## src/rtl/mem_arbiter_if.sv

```systemverilog
// Bus bundle between the two requesters, the shared memory port and the arbiter.
// The arbiter takes the slave view; the requester/memory side takes the master view.
interface mem_arbiter_if;
    logic [31:0] iCpuAddr;
    logic [31:0] iCpuWData;
    logic        iCpuRead;
    logic        iCpuWrite;
    logic [31:0] oCpuRData;
    logic        oCpuRdy;

    logic [31:0] iAuxAddr;
    logic [31:0] iAuxWData;
    logic        iAuxRead;
    logic        iAuxWrite;
    logic [31:0] oAuxRData;
    logic        oAuxRdy;

    logic [31:0] oMemAddr;
    logic [31:0] oMemWData;
    logic        oMemRead;
    logic        oMemWrite;
    logic [31:0] iMemRData;
    logic        iMemAck;

    logic        iClrErr;
    logic        oTimeout;

    modport slave (
        input  iCpuAddr, iCpuWData, iCpuRead, iCpuWrite,
        output oCpuRData, oCpuRdy,
        input  iAuxAddr, iAuxWData, iAuxRead, iAuxWrite,
        output oAuxRData, oAuxRdy,
        output oMemAddr, oMemWData, oMemRead, oMemWrite,
        input  iMemRData, iMemAck,
        input  iClrErr,
        output oTimeout
    );

    modport master (
        output iCpuAddr, iCpuWData, iCpuRead, iCpuWrite,
        input  oCpuRData, oCpuRdy,
        output iAuxAddr, iAuxWData, iAuxRead, iAuxWrite,
        input  oAuxRData, oAuxRdy,
        input  oMemAddr, oMemWData, oMemRead, oMemWrite,
        output iMemRData, iMemAck,
        output iClrErr,
        input  oTimeout
    );
endinterface

```

## src/rtl/mem_arbiter.sv

```systemverilog
// Round-robin arbiter sharing one single-port memory between the processor (Cpu)
// and an auxiliary master (Aux), with Cpu stall generation and an access watchdog.
module mem_arbiter #(
    parameter int unsigned TO_CYCLES = 255,
    parameter logic [31:0] ERR_DATA  = 32'hDEADBEEF
) (
    input  logic         iClk,
    input  logic         iRst,
    mem_arbiter_if.slave bus
);
    localparam int unsigned     TCW     = (TO_CYCLES > 1) ? $clog2(TO_CYCLES + 1) : 1;
    localparam logic [TCW-1:0]  TC_LAST = (TO_CYCLES == 0) ? '0 : TCW'(TO_CYCLES - 1);
    localparam logic            TO_EN   = (TO_CYCLES != 0);

    typedef enum logic [1:0] {
        IDLE    = 2'd0,
        GNT_CPU = 2'd1,
        GNT_AUX = 2'd2
    } state_e;

    state_e         state_q, state_d;
    logic           last_aux_q, last_aux_d;
    logic [TCW-1:0] tcnt_q, tcnt_d;
    logic           timeout_q, timeout_d;

    logic        cpu_req, aux_req;
    logic        granted, to_hit, done;
    logic [31:0] done_data;

    assign cpu_req   = bus.iCpuRead | bus.iCpuWrite;
    assign aux_req   = bus.iAuxRead | bus.iAuxWrite;
    assign granted   = (state_q != IDLE);
    // An ack in the final watchdog cycle wins, so a late but valid reply is never flagged.
    assign to_hit    = TO_EN && granted && !bus.iMemAck && (tcnt_q == TC_LAST);
    assign done      = granted && (bus.iMemAck || to_hit);
    assign done_data = bus.iMemAck ? bus.iMemRData : ERR_DATA;

    assign bus.oTimeout = timeout_q;

    // NOTE: sequential state uses non-blocking assignments so every register samples
    // pre-edge values; blocking here would create order-dependent simulation races.
    always_ff @(posedge iClk) begin
        if (iRst) begin
            state_q    <= IDLE;
            last_aux_q <= 1'b1;
            tcnt_q     <= '0;
            timeout_q  <= 1'b0;
        end else begin
            state_q    <= state_d;
            last_aux_q <= last_aux_d;
            tcnt_q     <= tcnt_d;
            timeout_q  <= timeout_d;
        end
    end

    // NOTE: every output of this block gets a default before the case statement,
    // so no path leaves a signal unassigned and no latch is inferred.
    always_comb begin
        state_d       = state_q;
        last_aux_d    = last_aux_q;
        tcnt_d        = tcnt_q;
        timeout_d     = timeout_q & ~bus.iClrErr;

        bus.oMemAddr  = '0;
        bus.oMemWData = '0;
        bus.oMemRead  = 1'b0;
        bus.oMemWrite = 1'b0;
        bus.oCpuRData = '0;
        bus.oAuxRData = '0;
        bus.oAuxRdy   = 1'b0;
        bus.oCpuRdy   = ~cpu_req;

        unique case (state_q)
            IDLE: begin
                tcnt_d = '0;
                if (cpu_req && (!aux_req || last_aux_q)) begin
                    state_d    = GNT_CPU;
                    last_aux_d = 1'b0;
                end else if (aux_req) begin
                    state_d    = GNT_AUX;
                    last_aux_d = 1'b1;
                end
            end
            GNT_CPU: begin
                bus.oMemAddr  = bus.iCpuAddr;
                bus.oMemWData = bus.iCpuWData;
                bus.oMemWrite = bus.iCpuWrite;
                bus.oMemRead  = bus.iCpuRead & ~bus.iCpuWrite;
                if (done) begin
                    bus.oCpuRdy   = 1'b1;
                    bus.oCpuRData = done_data;
                end
            end
            GNT_AUX: begin
                bus.oMemAddr  = bus.iAuxAddr;
                bus.oMemWData = bus.iAuxWData;
                bus.oMemWrite = bus.iAuxWrite;
                bus.oMemRead  = bus.iAuxRead & ~bus.iAuxWrite;
                if (done) begin
                    bus.oAuxRdy   = 1'b1;
                    bus.oAuxRData = done_data;
                end
            end
            default: state_d = IDLE;
        endcase

        if (granted) begin
            if (done) begin
                state_d = IDLE;
                tcnt_d  = '0;
            end else if (TO_EN) begin
                tcnt_d = tcnt_q + 1'b1;
            end
        end

        if (to_hit) begin
            timeout_d = 1'b1;
        end
    end
endmodule
```

## src/flat_wrapper.sv

```systemverilog
// flat-port wrapper written by rule: the top's interface ports become plain ports
module mem_arbiter_flat 
#(
    parameter int unsigned TO_CYCLES = 255,
    parameter logic [31:0] ERR_DATA  = 32'hDEADBEEF
)
  (iClk, iRst, bus_iCpuAddr, bus_iCpuWData, bus_iCpuRead, bus_iCpuWrite, bus_oCpuRData, bus_oCpuRdy, bus_iAuxAddr, bus_iAuxWData, bus_iAuxRead, bus_iAuxWrite, bus_oAuxRData, bus_oAuxRdy, bus_oMemAddr, bus_oMemWData, bus_oMemRead, bus_oMemWrite, bus_iMemRData, bus_iMemAck, bus_iClrErr, bus_oTimeout);
  mem_arbiter_if bus_i ();
  input  logic iClk;
  input  logic iRst;
  input wire logic [$bits(bus_i.iCpuAddr)-1:0] bus_iCpuAddr;
  input wire logic [$bits(bus_i.iCpuWData)-1:0] bus_iCpuWData;
  input wire logic [$bits(bus_i.iCpuRead)-1:0] bus_iCpuRead;
  input wire logic [$bits(bus_i.iCpuWrite)-1:0] bus_iCpuWrite;
  output wire logic [$bits(bus_i.oCpuRData)-1:0] bus_oCpuRData;
  output wire logic [$bits(bus_i.oCpuRdy)-1:0] bus_oCpuRdy;
  input wire logic [$bits(bus_i.iAuxAddr)-1:0] bus_iAuxAddr;
  input wire logic [$bits(bus_i.iAuxWData)-1:0] bus_iAuxWData;
  input wire logic [$bits(bus_i.iAuxRead)-1:0] bus_iAuxRead;
  input wire logic [$bits(bus_i.iAuxWrite)-1:0] bus_iAuxWrite;
  output wire logic [$bits(bus_i.oAuxRData)-1:0] bus_oAuxRData;
  output wire logic [$bits(bus_i.oAuxRdy)-1:0] bus_oAuxRdy;
  output wire logic [$bits(bus_i.oMemAddr)-1:0] bus_oMemAddr;
  output wire logic [$bits(bus_i.oMemWData)-1:0] bus_oMemWData;
  output wire logic [$bits(bus_i.oMemRead)-1:0] bus_oMemRead;
  output wire logic [$bits(bus_i.oMemWrite)-1:0] bus_oMemWrite;
  input wire logic [$bits(bus_i.iMemRData)-1:0] bus_iMemRData;
  input wire logic [$bits(bus_i.iMemAck)-1:0] bus_iMemAck;
  input wire logic [$bits(bus_i.iClrErr)-1:0] bus_iClrErr;
  output wire logic [$bits(bus_i.oTimeout)-1:0] bus_oTimeout;
  assign bus_i.iCpuAddr = bus_iCpuAddr;
  assign bus_i.iCpuWData = bus_iCpuWData;
  assign bus_i.iCpuRead = bus_iCpuRead;
  assign bus_i.iCpuWrite = bus_iCpuWrite;
  assign bus_oCpuRData = bus_i.oCpuRData;
  assign bus_oCpuRdy = bus_i.oCpuRdy;
  assign bus_i.iAuxAddr = bus_iAuxAddr;
  assign bus_i.iAuxWData = bus_iAuxWData;
  assign bus_i.iAuxRead = bus_iAuxRead;
  assign bus_i.iAuxWrite = bus_iAuxWrite;
  assign bus_oAuxRData = bus_i.oAuxRData;
  assign bus_oAuxRdy = bus_i.oAuxRdy;
  assign bus_oMemAddr = bus_i.oMemAddr;
  assign bus_oMemWData = bus_i.oMemWData;
  assign bus_oMemRead = bus_i.oMemRead;
  assign bus_oMemWrite = bus_i.oMemWrite;
  assign bus_i.iMemRData = bus_iMemRData;
  assign bus_i.iMemAck = bus_iMemAck;
  assign bus_i.iClrErr = bus_iClrErr;
  assign bus_oTimeout = bus_i.oTimeout;
  mem_arbiter #(.TO_CYCLES(TO_CYCLES), .ERR_DATA(ERR_DATA)) u_core (.iClk(iClk), .iRst(iRst), .bus(bus_i));
endmodule
```

## config.mk

```make
export PLATFORM = sky130hd
export DESIGN_NAME = mem_arbiter_flat
export DESIGN_NICKNAME = d
export VERILOG_FILES = /design/src/rtl/mem_arbiter_if.sv /design/src/rtl/mem_arbiter.sv /design/src/flat_wrapper.sv
export SDC_FILE = /design/constraint.sdc
export NUM_CORES = 1
export LEC_CHECK = 0
export BUFFER_PORTS_ARGS = -buffer_cell sky130_fd_sc_hd__buf_4
export CAP_MARGIN = 10
export CORE_AREA = 2 2 117 119
export CTS_BUF_LIST = sky130_fd_sc_hd__clkbuf_8
export DETAILED_ROUTE_END_ITERATION = 8
export DIE_AREA = 0 0 119 121
export MAX_ROUTING_LAYER = met4
export PLACE_DENSITY = 0.55
export SKIP_LAST_GASP = 1
export SYNTH_ARGS = -nofsm -noshare
export SYNTH_HDL_FRONTEND = slang
export SYNTH_SLANG_ARGS = --single-unit
```

## constraint.sdc

```tcl
create_clock -name iClk -period 5.3 [get_ports iClk]
set_clock_uncertainty 0.2 [all_clocks]
set_input_delay 0.53 -clock iClk [delete_from_list [all_inputs] [get_ports iClk]]
set_output_delay 0.53 -clock iClk [all_outputs]
set_load 0.005 [all_outputs]
```

### Word level (Yosys, flattened, before mapping)

Cells that the tools add are included.

* logic and storage cells: 54
* output and inout bits: 133
* register bits: 12

* reduce and logical (&&, ||, !) cells: 14
* eq/ne operators: 3
* bitwise logic cells: 9
* $add $sub $neg: 1
* multiplexer cells: 23

Operator list (number)
* 32-bit 2-to-1 mux: 4
* 32-bit one-hot mux with 2 select lines: 2
* 8-bit 2-to-1 mux: 3
* 8-bit by 1-bit adder with 8-bit output, second input constant: 1
* 8-bit equality test, second input constant: 1
* 2-bit 2-to-1 mux: 4
* 1-bit 2-to-1 mux: 7
* 2-bit nonzero test: 3
* 1-bit logical AND: 4
* 1-bit inverter: 4
* 1-bit one-hot mux with 2 select lines: 2
* 2-bit one-hot mux with 2 select lines: 1
* 1-bit AND: 3
* 2-bit by 1-bit equality test with 1-bit output, second input constant: 1
* 2-bit equality test, second input constant: 1
* 1-bit zero test: 2
* 2-bit zero test: 1
* 1-bit logical OR: 2
* 1-bit OR: 2
* 2-bit AND reduction: 1
* 2-bit OR reduction: 1

### Logic depth before layout (Yosys ltp)

Gate-level depths: netlist (run 1).

* word-level depth: 8
* mapped depth: 7
* gate-level depth less buffers: 5

### Worst setup path before layout (run 1)

OpenSTA, ideal clock, no wires.

* kind: in2out
* start point: input port bus_iMemAck
* end point: output port bus_oAuxRData[14]
* setup slack: 3153 ps
* data arrival time: 1417 ps
* stages: 4
* cells stage by stage: clkbuf_1 > clkbuf_1 > and3b_1 > and2_1

* longest elaborated chain between the ends: 7

RTL lines
* from (decl): line flat_wrapper.sv:28 `input wire logic [$bits(bus_i.iMemAck)-1:0] bus_iMemAck;`
* 1-bit zero test: line mem_arbiter.sv:34 `assign to_hit = TO_EN && granted && !bus.iMemAck && (tcnt_q == TC_LAST);`
* 1-bit logical AND (2 in a row): line mem_arbiter.sv:34
* 1-bit logical OR: line mem_arbiter.sv:35 `assign done = granted && (bus.iMemAck || to_hit);`
* 1-bit logical AND: line mem_arbiter.sv:35
* 32-bit 2-to-1 mux (*): line mem_arbiter.sv:99 `if (done) begin`
* 32-bit 2-to-1 mux (*): line mem_arbiter.sv:73 `unique case (state_q)`
* to (decl): line flat_wrapper.sv:21 `output wire logic [$bits(bus_i.oAuxRData)-1:0] bus_oAuxRData;`

Every way passes the cells marked *; elsewhere a longest branch is shown, timed or not.

### Worst setup path after layout (run 1)

* start point: register u_core.state_q[1]
* end point: output port bus_oMemWData[23]

* longest elaborated chain between the ends: 2

RTL lines
* from (decl): line mem_arbiter.sv:21 `state_e state_q, state_d;`
* from (signal assigned): line mem_arbiter.sv:49 `state_q <= state_d;`
* 2-bit equality test or 2-bit by 1-bit equality test with 1-bit output (tied branches): line mem_arbiter.sv:73
* 32-bit one-hot mux with 2 select lines (*): line mem_arbiter.sv:73
* to (decl): line flat_wrapper.sv:24 `output wire logic [$bits(bus_i.oMemWData)-1:0] bus_oMemWData;`

Marked as above.

==> results.cfg, run 1 <==
[critical_path]
cp_common_cell = buf_4
worstSetupStartpointType = flip-flop
worst-endpoint-required_ns = 4.57
path_class = flip-flop to output port
crit_family = buffers and inverters
critPathArrivalTime_ns = 2.43
crit_buf_inv = 3
crit_slowest_cell = buf_4
crit_fanout = 67
crit_chain = inv_1, ha_2, buf_4, a22oi_1, nor2b_1, buf_4
cp-end-kind = output port
crit_path_max_incr_delay_ns = 0.69

[min_path]
hold_path.class = flip-flop to flip-flop

[logic_synthesis]
ys_ff_latch = 12
netlist_area_um2 = 2480
synthCells = 380
seq_area_frac_synth = 0.0970
async_flop_share = 0
synth_edf_count = 0
syn_nets = 553
synth_area_per_cell_um2 = 6.52
synth_warnings = 0
synthFlopType = dfxtp_1
synth.distinct_cells = 35

[routing]
viasPerCell = 4.56
postRouteAntennaNets = 0
wirelength_mm = 12.7
drt_iter0_drc = 254
drc_errors = 0
wire_per_inst_um = 15.5
dr.pass1.iters = 4
vias = 3736

[power_and_ir_drop]
power_leakage_nw = 2.15
power_density_nw_per_um2 = 283
ir_drop_mv = 0.272

[cts]
numCtsBuffers = 3
cts-root-buf = clkbuf_8
hold_buffers = 0
cts_resized = 0
insertion_delay_ns = 0.24
clock_sinks = 12
clk_pin_slew_ns = 0.05
clk_path_buf_depth = 2
cts.htree.levels = 1
cts_setup_buffers = 0
cts_tree = built

[timing]
period_needed_ns = 3.16
rsz0062_at_grt = false
tightest_slew_ns = 1.19
period_share = 0.597
setup_viol = 0
slew_viol_final = 0
slew_headroom = 0.206
finalSetupTns_ns = 0
fmax_mhz = 316
hold_viol_final = 0
layout_setup_ws_ns = 2.14

[floorplanning]
start_util = 0.189
fp.dieArea_um2 = 14400
pin_count = 301
fp-row-count = 42
die_w_um = 119
die_y_um = 121
core-area_um2 = 13100

[grt]
grt_pass1_wl_mm = 18.6
busiest_layer = met2
grt_use_met1 = 0.191
use_met2 = 0.296
grt_overflow = 0
grt_max_degree = 93
antenna_found_initial = 0
globalRouteMet3Util = 0.0334
grt_pass1_vias = 3400
grt_usage = 0.163

[final_layout]
area_growth_pct = 94.9
diodes = 0
final_core_util = 0.369
final_nets = 818
drive_above_1_share = 0.505

[place]
gp_congestion = 0.934
port_buffers = 300
hpwl_mm = 9.99
place_ws_ns = 2.41

[status]
status = finished, final reports clean

[job]
drv_cap = 0
placed cells by master (no fill, tap or decap), types with 2 or more instances in the layout:
cell,instances
ha_1,2
a22oi_1,65
dfxtp_1,12
nand3_1,4
xor2_1,2
and2_1,17
nor2_1,7
o21ai_0,5
nor3_1,42
nor2b_1,65
clkbuf_8,4
buf_4,302
inv_1,5
a21oi_1,4
o21ba_2,2
nand2_1,53
nand2b_1,19
ha_2,2
o221a_2,2
nor3_2,9
or3_1,3
or2b_1,6
report_power, final:
group	switching [W]	total (W)	internal, W
registers	0.0000123	0.000113	0.000101
logic	0.000610	0.00115	0.000542
clock network	0.0000346	0.000100	0.0000657
total	0.000657	0.00137	0.000709
cell families (layout without fill, tap and decap cells):
family / after synthesis / in the layout / synth area share
AND/OR/NAND/NOR: 230 / 230 / 0.521
adder cells (fa/ha/maj): 5 / 5 / 0.0253
buffers and inverters: 47 / 311 / 0.0920
XOR/XNOR: 3 / 3 / 0.0106
AO/OA/AOI/OAI: 83 / 83 / 0.254
flip-flops: 12 / 12 / 0.0970
worst paths after layout:
| check | end | from | depth (start not counted) | slack, ns |
|---|---|---|---|---|
| setup / recovery | bus_oMemWData[23] | u_core.state_q[1] | 6 | 2.14 |
| hold / removal | u_core.tcnt_q[0] | u_core.tcnt_q[0] | 1 | 0.27 |
| setup reg to reg | u_core.state_q[0] | u_core.tcnt_q[0] | 5 | 3.03 |
| hold reg to reg | u_core.tcnt_q[0] | u_core.tcnt_q[0] | 1 | 0.27 |
routing by layer:
metal / wire, µm / part of all wire / vias up
met5: 0 / 0 / -
met4: 127 / 0.010 / 0
met3: 901 / 0.071 / 10
met2: 6790 / 0.53 / 161
met1: 4920 / 0.39 / 1711
li1: - / - / 1854
Yosys cell counts (2+ instances only):
cell type,number,area (µm²)
nor3_2,9,90.1
a21oi_1,4,20.0
nor2b_1,65,407
xor2_1,2,17.5
nor2_1,7,26.3
or2b_1,6,45.0
o221a_2,2,22.5
buf_2,5,25.0
buf_6,6,67.6
buf_1,12,45.0
o21ai_0,5,25.0
nand2_1,53,199
nor3_1,42,210
nand3_1,4,20.0
and2_1,17,106
inv_1,5,18.8
dfxtp_1,12,240
clkbuf_1,19,71.3
nand2b_1,19,119
ha_1,5,62.6
or3_1,3,18.8
a22oi_1,65,488
final cells by class:
cell class,instances,area [µm²]
Fill cell,1415,8260
Tap cell,176,220
Clock buffer,4,55.1
Sequential cell,12,240
Timing Repair Buffer,302,2270
Multi-Input combinational cell,321,2030
Inverter,5,18.8
per-stage QoR:
step	power, W	cells	hold slack [ns]	instance area, µm²
2_1_floorplan	0.000827	380	0.230	2480
3_3_place_gp	0.00125	816	0.240	4770
3_5_place_dp	0.00127	816	0.260	4770
4_1_cts	0.00137	820	0.272	4830
5_1_grt	0.00149	820	0.277	4830
6_report	0.00137	820	0.269	4830
registers in the layout, indices dropped and copies added, names as in the netlist:
register	count
u_core.bus.oTimeout	1
u_core.tcnt_q	8
u_core.state_q	2
u_core.last_aux_q	1
(Power assumes the default switching activity.)
==> run 2, diff against run 1 <==
--- a/config.mk
+++ b/config.mk
@@ -12,7 +12,7 @@
 export DETAILED_ROUTE_END_ITERATION = 8
 export DIE_AREA = 0 0 119 121
 export MAX_ROUTING_LAYER = met4
-export PLACE_DENSITY = 0.55
+export PLACE_DENSITY = 0.57
 export SKIP_LAST_GASP = 1
 export SYNTH_ARGS = -nofsm -noshare
 export SYNTH_HDL_FRONTEND = slang
==> constraint.sdc (replaced) <==
create_clock -name iClk -period 2.8 [get_ports iClk]
set_clock_uncertainty 0.2 [all_clocks]
set_input_delay 0.28 -clock iClk [delete_from_list [all_inputs] [get_ports iClk]]
set_output_delay 0.28 -clock iClk [all_outputs]
set_load 0.005 [all_outputs]
==> run 2 against run 1 <==
  * Via count grew 0.70%
  * Critical path depth is 1 higher
  * Non-clock buffer count up 10
==> results.cfg, run 2 (synthesized netlist as in run 1, its figures left out) <==
[place]
port_buffers = 300
gp_congestion = 0.836
hpwl_mm = 10.2
placed_cell_area_um2 = 4910

[critical_path]
crit_path_max_incr_delay_ns = 0.48
cp-end-kind = output port
critPathLaunch = u_core.state_q[1]
crit_fanout = 19
crit_family = buffers and inverters
r2r-end = u_core.state_q[0]
cp_num_cells = 7
crit_buf_inv = 4
endpoint = bus_oCpuRData[8]
crit_chain = inv_1, ha_2, inv_1, nor3b_1, buf_4, and2_1, buf_4
worst-endpoint-required_ns = 2.32
reg2reg_slack_ns = 0.92
crit_slowest_cell = ha_2
rr_startpoint = u_core.state_q[0]
critPathArrivalTime_ns = 2.02
path_class = flip-flop to output port
r2r_cells = 5
worstSetupStartpointType = flip-flop

[routing]
wire_per_inst_um = 15.4
drc_errors = 0
drt_iter0_drc = 212
viasPerCell = 4.53
postRouteAntennaNets = 0
vias = 3762
dr.pass1.iters = 5
wirelength_mm = 12.8

[timing]
slew_headroom = 0.634
hold_viol_final = 0
setup_viol = 0
finalSetupTns_ns = 0
period_needed_ns = 2.50
fmax_mhz = 400
rsz0062_at_grt = false
tightest_slew_ns = 0.545
period_share = 0.893
slew_viol_final = 0

[cts]
cts_setup_buffers = 0
cts.htree.levels = 1
clock_sinks = 12
insertion_delay_ns = 0.24
clk_pin_slew_ns = 0.06
numCtsBuffers = 3
clk_path_buf_depth = 2
cts-root-buf = clkbuf_8
hold_buffers = 0
cts_tree = built
cts_resized = 0

[grt]
antenna_found_initial = 0
grt_pass1_vias = 3428
grt_overflow = 0
grt_max_degree = 53
grt_pass1_wl_mm = 18.7
grt_usage = 0.163

[min_path]
hold_path.class = input pin to flip-flop

[final_layout]
reg.largest.list = u_core.tcnt_q (8), u_core.state_q (2)
top_register = u_core.tcnt_q
drive_above_1_share = 0.512
final_core_util = 0.379
diodes = 0
mostFrequentLayoutCells = buf_4 (307), a22oi_1 (65), nor2b_1 (65)
final_nets = 828
largest_reg_flops = 8
layout_commonest_cell = buf_4
stdcell_area_um2 = 4960
area_growth_pct = 101

[job]
drv_cap = 0

[floorplanning]
die_y_um = 121
pin_count = 301
core-area_um2 = 13100
die_w_um = 119
fp.dieArea_um2 = 14400
fp-row-count = 42
start_util = 0.189

[power_and_ir_drop]
power_w = 0.00277
power_leakage_nw = 2.22
ir_drop_mv = 0.329
power_density_nw_per_um2 = 557

[status]
status = finished, final reports clean
==> run 2: changes by cell type in the layout (fill, tap and decap cells not counted), sizes merged <==
cell / delta
buf: +10
==> run 2: layout make-up <==
class                      count  area, µm²
clock buffer                   4       55.1
sequential                    12        240
fill                        1398       8120
timing repair buffer         312       2400
inverter                       5       18.8
tap                          176        220
multi-input combinational    321       2030
==> run 2: routing by layer <==
metal / vias up / track usage / share of wire
met1: 1705 / 0.206 / 0.42
met3: 20 / 0.0324 / 0.069
met4: 0 / 0.0313 / 0.020
li1: 1873 / - / -
met5: - / - / 0
met2: 164 / 0.272 / 0.50
==> run 2: worst min-delay path by stage <==
stage / startpoint / endpoint / slack [ns] / depth (start not counted)
2_1_floorplan: iRst / u_core.bus.oTimeout / 0.15 / 1
4_1_cts: iRst / u_core.bus.oTimeout / 0.01 / 2
5_1_grt: iRst / u_core.bus.oTimeout / 0.02 / 2
6_report: iRst / u_core.bus.oTimeout / 0.02 / 2
3_5_place_dp: u_core.tcnt_q[0] / u_core.tcnt_q[0] / 0.26 / 1
3_3_place_gp: u_core.tcnt_q[0] / u_core.tcnt_q[0] / 0.24 / 1
==> run 2: metrics by stage <==
stage,hold slack (ns),instances,setup slack (ns)
final,0.0218,830,0.300
after global routing,0.0233,830,0.152
after CTS,0.0148,830,0.293
after detailed placement,0.259,826,0.571
after global placement,0.242,826,0.620
after floorplan,0.149,380,0.906
==> run 2: report_power, final <==
group	internal, W	switching (W)
Clock	0.000124	0.0000681
Sequential	0.000192	0.0000217
Combinational	0.00117	0.00119
